==> src/rtl/gpu_pkg.sv <==
// Shared types for the pixel write path.
//   pixel_t    : one buffered pixel {target frame, pixel index, RGB565 color}
//   wr_state_t : SRAM write-cycle FSM states
//   FB_W/FB_H  : frame-buffer geometry (640x480)
package gpu_pkg;

  localparam int FB_W = 640;
  localparam int FB_H = 480;

  typedef struct packed {
    logic        frame;
    logic [18:0] addr;
    logic [15:0] color;
  } pixel_t;

  typedef enum logic [1:0] {
    IDLE   = 2'd0,
    SETUP  = 2'd1,
    STROBE = 2'd2,
    HOLD   = 2'd3
  } wr_state_t;

endpackage

==> src/rtl/pix_fifo.sv <==
// Synchronous FIFO of pixel_t entries.
//   clk, rst : clock, synchronous active-high reset (empties the FIFO)
//   push/din : write an entry (caller only pushes when !full or popping)
//   pop/head : head is the oldest entry, read combinationally; pop drops it
//   full     : DEPTH entries stored
//   empty    : no entries stored
// Pointers carry one extra wrap bit so full and empty are told apart by
// comparing the wrap bit while the index bits match.
module pix_fifo
  import gpu_pkg::*;
#(
  parameter int DEPTH = 8
) (
  input  logic   clk,
  input  logic   rst,
  input  logic   push,
  input  pixel_t din,
  input  logic   pop,
  output pixel_t head,
  output logic   full,
  output logic   empty
);

  localparam int AW = $clog2(DEPTH);

  logic [AW:0] wptr;
  logic [AW:0] rptr;
  pixel_t      mem [DEPTH];

  always_ff @(posedge clk) begin
    if (rst) begin
      wptr <= '0;
      rptr <= '0;
    end else begin
      if (push) wptr <= wptr + 1'b1;
      if (pop)  rptr <= rptr + 1'b1;
    end
  end

  // A push at full only happens alongside a pop; the head has already been
  // consumed by the reader when the slot is overwritten at the edge.
  always_ff @(posedge clk) begin
    if (push) mem[wptr[AW-1:0]] <= din;
  end

  assign head  = mem[rptr[AW-1:0]];
  assign empty = (wptr == rptr);
  assign full  = (wptr[AW] != rptr[AW]) && (wptr[AW-1:0] == rptr[AW-1:0]);

endmodule

==> src/rtl/pixel_write_ctrl.sv <==
// Pixel stream consumer: buffers pixels from the core and writes them to the
// frame-buffer SRAM with a SETUP / STROBE / HOLD cycle; owns the front/back
// frame selection.
//   clk, rst        : clock, synchronous active-high reset
//   data_ready      : core presents {address, color, frame_target}
//   data_sent       : 1-cycle pulse, pixel accepted
//   swap_req/ack    : level swap request / 1-cycle acknowledge
//   display_frame   : frame currently scanned out
//   sram_*          : registered SRAM pins (ce/we active-high)
//   oob_err         : sticky, a pixel with address >= PIX_LIMIT was dropped
//   state_dbg       : current write-FSM state
// Handshake: the core raises data_ready and holds its inputs; the cycle after
// the pixel is taken data_sent pulses for one cycle and the core may present
// the next pixel. data_sent is never high two cycles running, so a held
// data_ready is never taken twice.
// The SRAM pins are registered from the FSM state, so the pin phases trail
// the state by one cycle (accept -> we rising is 3 cycles from idle).
module pixel_write_ctrl
  import gpu_pkg::*;
#(
  parameter int FIFO_DEPTH = 8,
  parameter int STROBE_CYC = 2,
  parameter int PIX_LIMIT  = 307200
) (
  input  logic        clk,
  input  logic        rst,
  input  logic        data_ready,
  input  logic [18:0] address,
  input  logic [15:0] color,
  input  logic        frame_target,
  output logic        data_sent,
  input  logic        swap_req,
  output logic        swap_ack,
  output logic        display_frame,
  output logic [19:0] sram_addr,
  output logic [15:0] sram_wdata,
  output logic        sram_ce,
  output logic        sram_we,
  output logic        oob_err,
  output wr_state_t   state_dbg
);

  localparam logic [18:0] LIMIT = 19'(PIX_LIMIT);
  localparam int          CW    = (STROBE_CYC > 1) ? $clog2(STROBE_CYC) : 1;
  localparam logic [CW-1:0] CNT_LAST = CW'(STROBE_CYC - 1);

  wr_state_t     state;
  wr_state_t     state_nx;
  logic [CW-1:0] cnt;
  logic          full;
  logic          empty;
  logic          pop;
  logic          push;
  logic          hs;
  logic          oob;
  logic          take_swap;
  logic          swap_done;
  pixel_t        head;
  pixel_t        din;

  assign oob  = (address >= LIMIT);
  assign pop  = (state == SETUP);
  // Out-of-range pixels complete the handshake without needing FIFO space;
  // at full a pop in the same cycle frees the slot for the push.
  assign hs   = data_ready && !data_sent && (oob || !full || pop);
  assign push = hs && !oob;
  assign din  = {frame_target, address, color};

  assign take_swap = swap_req && !swap_done && (state == IDLE) && empty && !hs;

  pix_fifo #(.DEPTH(FIFO_DEPTH)) u_fifo (
    .clk   (clk),
    .rst   (rst),
    .push  (push),
    .din   (din),
    .pop   (pop),
    .head  (head),
    .full  (full),
    .empty (empty)
  );

  always_comb begin
    state_nx = state;
    case (state)
      IDLE:    if (!empty) state_nx = SETUP;
      SETUP:   state_nx = STROBE;
      STROBE:  if (cnt == CNT_LAST) state_nx = HOLD;
      HOLD:    state_nx = empty ? IDLE : SETUP;
      default: state_nx = IDLE;
    endcase
  end

  always_ff @(posedge clk) begin
    if (rst) begin
      state         <= IDLE;
      cnt           <= '0;
      data_sent     <= 1'b0;
      swap_ack      <= 1'b0;
      swap_done     <= 1'b0;
      display_frame <= 1'b0;
      oob_err       <= 1'b0;
      sram_ce       <= 1'b0;
      sram_we       <= 1'b0;
      sram_addr     <= '0;
      sram_wdata    <= '0;
    end else begin
      state     <= state_nx;
      cnt       <= (state == STROBE && cnt != CNT_LAST) ? cnt + 1'b1 : '0;
      data_sent <= hs;
      swap_ack  <= take_swap;
      if (take_swap) display_frame <= ~display_frame;
      // Re-armed only once the request level drops.
      if (!swap_req)      swap_done <= 1'b0;
      else if (take_swap) swap_done <= 1'b1;
      if (hs && oob) oob_err <= 1'b1;
      sram_ce <= (state != IDLE);
      sram_we <= (state == STROBE);
      if (state == SETUP) begin
        sram_addr  <= {head.frame, head.addr};
        sram_wdata <= head.color;
      end
    end
  end

  assign state_dbg = state;

endmodule

==> config.mk <==
export PLATFORM = sky130hd
export DESIGN_NAME = pixel_write_ctrl
export DESIGN_NICKNAME = d
export VERILOG_FILES = /design/src/rtl/gpu_pkg.sv /design/src/rtl/pix_fifo.sv /design/src/rtl/pixel_write_ctrl.sv
export SDC_FILE = /design/constraint.sdc
export NUM_CORES = 1
export LEC_CHECK = 0
export ABC_CLOCK_PERIOD_IN_PS = 11350
export BUFFER_PORTS_ARGS = -buffer_cell sky130_fd_sc_hd__buf_2
export CAP_MARGIN = 20
export CORE_AREA = 2 2 175 177
export CTS_CLUSTER_DIAMETER = 40
export CTS_CLUSTER_SIZE = 8
export DETAILED_ROUTE_END_ITERATION = 7
export DIE_AREA = 0 0 177 179
export GPL_TIMING_DRIVEN = 0
export HOLD_SLACK_MARGIN = 0.15
export PLACE_DENSITY = 0.67
export SYNTH_ARGS = -nofsm -noshare
export SYNTH_HDL_FRONTEND = slang
export SYNTH_HIERARCHICAL = 1
export SYNTH_SLANG_ARGS = --single-unit
export TNS_END_PERCENT = 30
==> constraint.sdc <==
create_clock -name clk -period 11.35 [get_ports clk]
set_clock_uncertainty 0.1 [all_clocks]
set_input_delay 0.5675 -clock clk [delete_from_list [all_inputs] [get_ports clk]]
set_output_delay 0.5675 -clock clk [all_outputs]
set_load 0.02 [all_outputs]
== After elaboration in Yosys (flattened, before gate mapping) ==
Memories as Yosys holds them, arrays and structs flattened. A register that Yosys moved wholly into a read port is not among the register bits.
Index checks and enable logic that the tools add are counted.

* Memory bits (writable): 288
* Flip-flop bits (word level): 18
* Memories: 1
* Input port bits: 40
* Logic and storage cells: 56

* Bitwise gates (word level): 4
* Eq/ne operators: 8
* Reduce and logical (&&, ||, !) cells: 22
* Order comparisons: 1
* $add $sub $neg: 3
* Mux-type cells: 6

{| class="wikitable"
|+ Memory list
! memory !! depth !! width !! rd ports !! clocked after memory_dff !! wr ports !! line !! text
|-
| u_fifo.mem || 8 || 36 || 1 || 1 || 1 || pix_fifo.sv:28 || <nowiki>pixel_t mem [DEPTH];</nowiki>
|}

{| class="wikitable"
|+ Operators by type and width
! operator !! number
|-
| greater-or-equal comparator 19 bit (second input constant) || 1
|-
| logical AND 1 bit || 10
|-
| adder 4 x 1 -> 4 bit (second input constant) || 2
|-
| case mux 2 bit (4 select lines) || 1
|-
| logical NOT 1 bit || 5
|-
| == test 2 bit (second input constant) || 2
|-
| == test 4 bit || 1
|-
| two-way mux 2 bit || 2
|-
| inequality test 2 bit (second input constant) || 2
|-
| inverter 1 bit || 4
|-
| OR reduction 2 bit || 2
|-
| == test 3 bit || 1
|-
| two-way mux 1 bit || 3
|-
| == test 2 x 1 -> 1 bit (second input constant) || 1
|-
| logical NOT 2 bit || 1
|-
| logical OR 1 bit || 2
|-
| AND reduction 2 bit || 1
|-
| nonzero test 2 bit || 1
|-
| adder 1 bit (second input constant) || 1
|-
| inequality test 1 bit || 1
|}

== Logic depth before layout (Yosys ltp) ==
* Depth in word-level cells: 9
* Mapped depth: 10
* Gate-level depth less buffers: 9

== Hierarchy ==
Netlist, hierarchy kept.

{| class="wikitable"
|+ Modules (own cells, without submodules)
! module !! sequential area each (sq um) !! times used !! cells an instance !! area each (sq um)
|-
| pix_fifo || 8,868.5 || 1 || 473 || 11,572.3
|-
| pixel_write_ctrl || 920.9 || 1 || 165 || 1,729.2
|}

== Worst setup path after synthesis ==
Ideal clock, no wire load.

* Kind: register to register
* Start point: register state[1], in the netlist state_dbg[1]
* End point: memory u_fifo/mem[2][0] (netlist name), enable pin
* Setup slack: 6,724 ps
* Buffers on the path: 1
* Data arrival time: 4,053 ps
* Stages on the path, launching flop included: 9
* Setup time: 474 ps
* Cells stage by stage: dfxtp_1 inv_1 ha_1 buf_6 nand2b_4 nand2_1 nor2_1 nand2_1 nor3_1

* Word-level cells in the longest chain between the ends: 6

{| class="wikitable"
|+ RTL lines
! item !! line !! text
|-
| start, declared || pixel_write_ctrl.sv:47 || <nowiki>wr_state_t state;</nowiki>
|-
| start signal, assigned || pixel_write_ctrl.sv:107 || <nowiki>state <= state_nx;</nowiki>
|-
| == test 2 x 1 -> 1 bit || pixel_write_ctrl.sv:62 || <nowiki>assign pop = (state == SETUP);</nowiki>
|-
| via pop || pixel_write_ctrl.sv:52 || <nowiki>logic pop;</nowiki>
|-
| logical OR 1 bit || pixel_write_ctrl.sv:65 || <nowiki>assign hs = data_ready && !data_sent && (oob || !full || pop);</nowiki>
|-
| logical AND 1 bit || pixel_write_ctrl.sv:65 ||
|-
| logical AND 1 bit || pixel_write_ctrl.sv:66 || <nowiki>assign push = hs && !oob;</nowiki>
|-
| via push || pixel_write_ctrl.sv:53 || <nowiki>logic push;</nowiki>
|-
| two-way mux 1 bit || pix_fifo.sv:43 || <nowiki>if (push) mem[wptr[AW-1:0]] <= din;</nowiki>
|-
| two-way mux 1 bit (implied by the code) || pix_fifo.sv:43 ||
|-
| end, declared || pix_fifo.sv:28 ||
|}

The timed path passes the listed nets, and every way through them passes these cells.

== Final worst setup path ==
* Start point: register state[1], in the netlist state_dbg[1]
* End point: memory u_fifo/mem[2][7] (netlist name), enable pin

Same word-level chain as after synthesis.

==> impl_metrics.yaml <==
worst_setup_path:
  rrSetupSlack_ns: 7.55
  start_kind: "flop"
  r2r_end: "u_fifo/mem[2][7]$_DFFE_PP_"
  worstSetupEndpointType: "flop"
  r2r_cells: 11
  worst-path-max-fanout: 10
  crit_path_max_incr_delay_ns: 0.72
  required_ns: 11.51
  cp.arrival_ns: 3.96
  critical-path-top-delay-family: "simple AND/OR/NAND/NOR gates"
  path_buf_inv: 5
  crit_type: "reg2reg"
  r2r-start: "state_dbg[1]$_SDFFE_PP0P_"
  cp_slowest_cell: "nor3_2"
  path_common_cell: "buf_6"
  path_cells: "inv_1 -> ha_1 -> buf_6 -> nand2b_4 -> nand2_1 -> nor2_1 -> nand2_1 -> nor3_2 -> buf_4 -> buf_6 -> buf_6"
job:
  maxCapViolCount: 0
logic_synthesis:
  synthFlopType: "edfxtp_1"
  synth_common_cells: "288 x edfxtp_1, 72 x mux4_1, 57 x dfxtp_1, 57 x nor2_1, 39 x mux2i_1"
  syn_nets: 685
  yosysMostFrequentCell: "edfxtp_1"
  yosysTopAreaCell: "edfxtp_1"
  syn_area_sq_um: 13300
  synthDistinctLibCells: 34
  synth_top_family_by_area: "multiplexers"
  synth_top_area_share_pct: 65.0
  synth_adder_area_share_pct: 0.658
  async_flop_share_pct: 0
  synth_seq_area_share_pct: 73.6
  synth-seq-cells: 345
  synth-simple-area-share_pct: 2.63
  synth_edf_count: 288
  synthCells: 638
  synth.area.top_cells: "edfxtp_1 65%, mux4_1 14%, dfxtp_1 8.6%"
  synth_xor_xnor_area_share_pct: 0.593
  synth.area.mux_share_pct: 20.3
  avgSynthCellArea_sq_um: 20.8
  yosysWarnings: 6
  synth_compound_area_share_pct: 0.658
global_route:
  grt_overflow: 0
  grt_use_total_pct: 17.5
  grt_pass1_vias: 6751
  grt_pass1_wl_mm: 40.7
  grt_max_degree: 25
  antenna_found_initial: 1
floorplanning:
  die_x_microns: 177
  io_pins: 84
  initial_core_util_pct: 44.3
  coreArea_sq_um: 30000
  placementRows: 64
  die_area_sq_um: 31700
  die_y_microns: 179
clock_tree:
  cts_tree: "done"
  clk_pin_slew_ns: 0.05
  root_buffer: "clkbuf_16"
  clkLatencyLatePin_ns: 0.56
  cts_resized: 0
  postCtsSetupBuffers: 0
  cts_max_path_buffers: 3
  h-tree-depth: 2
  cts_buffers: 53
  postCtsHoldBufs: 0
  cts.sinks: 345
drt:
  wl_per_cell_microns: 22.0
  ant_nets: 0
  vias: 6495
  drc_errors: 0
  viasPerCell: 5.29
  wirelength_mm: 27.0
  drtIter0Drc: 444
  dr.pass1.iters: 4
cells_and_area:
  layout.cells.non_filler: 1228
  post_route_cells_drive_above_1_share_pct: 26.7
  fin_area_sq_um: 16200
  area_delta_synth_final_pct: 21.5
  multi_input_area_sq_um: 3360
  diodes: 0
  final_nets: 836
  regArea_sq_um: 9790
  fin_util_pct: 53.8
  fill_cells: 2336
placed_design:
  dp_hpwl_mm: 16.1
  gp_congestion: 0.701
  dp_cells: 1130
  port_buffers: 82
  placed_area_sq_um: 14500
power:
  p_clk_share_pct: 43.0
  internal_power_mw: 2.70
  p_leak_nw: 5.61
  comb_power_share_pct: 15.7
  ir_worst_vdd_uv: 136
  switching_share_pct: 24.0
  p_seq_share_pct: 41.3
  powerDensity_nw_per_um2: 220
  net-switching-power_mw: 0.853
sta:
  hold_viol_final: 0
  finalMaxSlewViolations: 0
  fin_crit_sh_pct: 33.5
  finalSetupViolCount: 0
  tightestPinTransition_ns: 0.953
  slew_headroom_pct: 36.3
  max_freq_mhz: 263
  min_period_ns: 3.80
  setup_tns_ns: 0
  rsz0062_at_grt: "no"
worst_hold_path:
  hold_depth: 1
  hold_path.class: "in2reg"
  whs_endpoint: "u_fifo/mem[7][9]$_DFFE_PP_"
  min_from: "color[9]"
run_status:
  status: "complete, no violations"
[power by group through the flow]
stage	combinational, mW	sequential (mW)	clock, mW
after CTS	0.566	1.47	1.56
after floorplan	0.351	1.54	0
after detailed placement	0.563	1.49	0
after global routing	0.604	1.47	1.61
after global placement	0.549	1.49	0
final	0.559	1.47	1.53
[worst max-delay path by stage]
stage                               from                           to  slack (ns)  cells after the start
6_report       state_dbg[1]$_SDFFE_PP0P_   u_fifo/mem[2][7]$_DFFE_PP_        7.55                     11
5_1_grt        state_dbg[1]$_SDFFE_PP0P_   u_fifo/mem[2][7]$_DFFE_PP_        7.24                     11
2_1_floorplan  state_dbg[1]$_SDFFE_PP0P_   u_fifo/mem[2][0]$_DFFE_PP_        6.72                      8
4_1_cts        state_dbg[1]$_SDFFE_PP0P_   u_fifo/mem[2][7]$_DFFE_PP_        7.53                     11
3_3_place_gp                 address[15]   u_fifo/mem[0][7]$_DFFE_PP_        3.73                      6
3_5_place_dp                 address[15]  u_fifo/mem[2][12]$_DFFE_PP_        7.49                      9
[worst reg2reg max path, stage by stage (launching register included)]
cell	delay (ns)
dfxtp_1	0.36
inv_1	0.13
ha_1	0.32
buf_6	0.23
nand2b_4	0.16
nand2_1	0.05
nor2_1	0.38
nand2_1	0.36
nor3_2	0.72
buf_4	0.35
buf_6	0.18
buf_6	0.17
[sequential cells by signal, indices dropped and copies added, names as in the netlist, named ones only]
name	cells
oob_err	1
state_dbg	2
data_sent	1
cnt	1
sram_wdata	16
sram_we	1
swap_done	1
u_fifo/wptr	4
swap_ack	1
u_fifo/mem	288
u_fifo/rptr	4
sram_ce	1
sram_addr	20
display_frame	1
[per-stage QoR]
step / hold WS [ns] / worst slack (ns) / total power, mW
floorplan: 0.363 / 6.72 / 1.89
CTS: 0.151 / 7.53 / 3.59
detailed placement: 0.361 / 7.49 / 2.05
finish: 0.173 / 7.55 / 3.55
global route: 0.179 / 7.24 / 3.68
global placement: 0.359 / 3.73 / 2.04
[area by class of cell]
type                    count  share of cell area, %
repair buffers             96                   3.89
plain buffers              32                   1.20
inverters                   4                 0.0929
flip-flops and latches    345                   60.6
clock inverters            11                   1.30
clock buffers              87                   9.12
multi-input cells         257                   20.8
well taps                 396                   3.07
[per-layer routing]
layer / global-route usage (%) / vias to the layer above / wire length, microns / share of wire (%)
met2: 28.2 / 182 / 12800 / 47
li1: - / 2927 / - / -
met4: 5.99 / 2 / 655 / 2.4
met1: 24.0 / 3327 / 12200 / 45
met5: 0 / - / 11 / 0.041
met3: 3.39 / 57 / 1380 / 5.1
[cells in the final DEF, fill, tap and decap left out, drive strengths merged, types with 6 or more instances in the layout]
cell,netlist,final
mux2,37,37
buf,20,116
xnor2,6,6
dfxtp,57,57
ha,7,7
clkbuf,12,99
mux2i,39,39
nor2,57,57
mux4,72,72
edfxtp,288,288
[cells by family after synthesis]
logic type	count (synthesis)
DFF	345
muxes	148
and+or+nand+nor	80
buffers and inverters	36
AOI/OAI and AO/OA	13
xor gates and xnor gates	9
adders and majority gates	7
No activity file was read; power rests on OpenSTA's default activity.
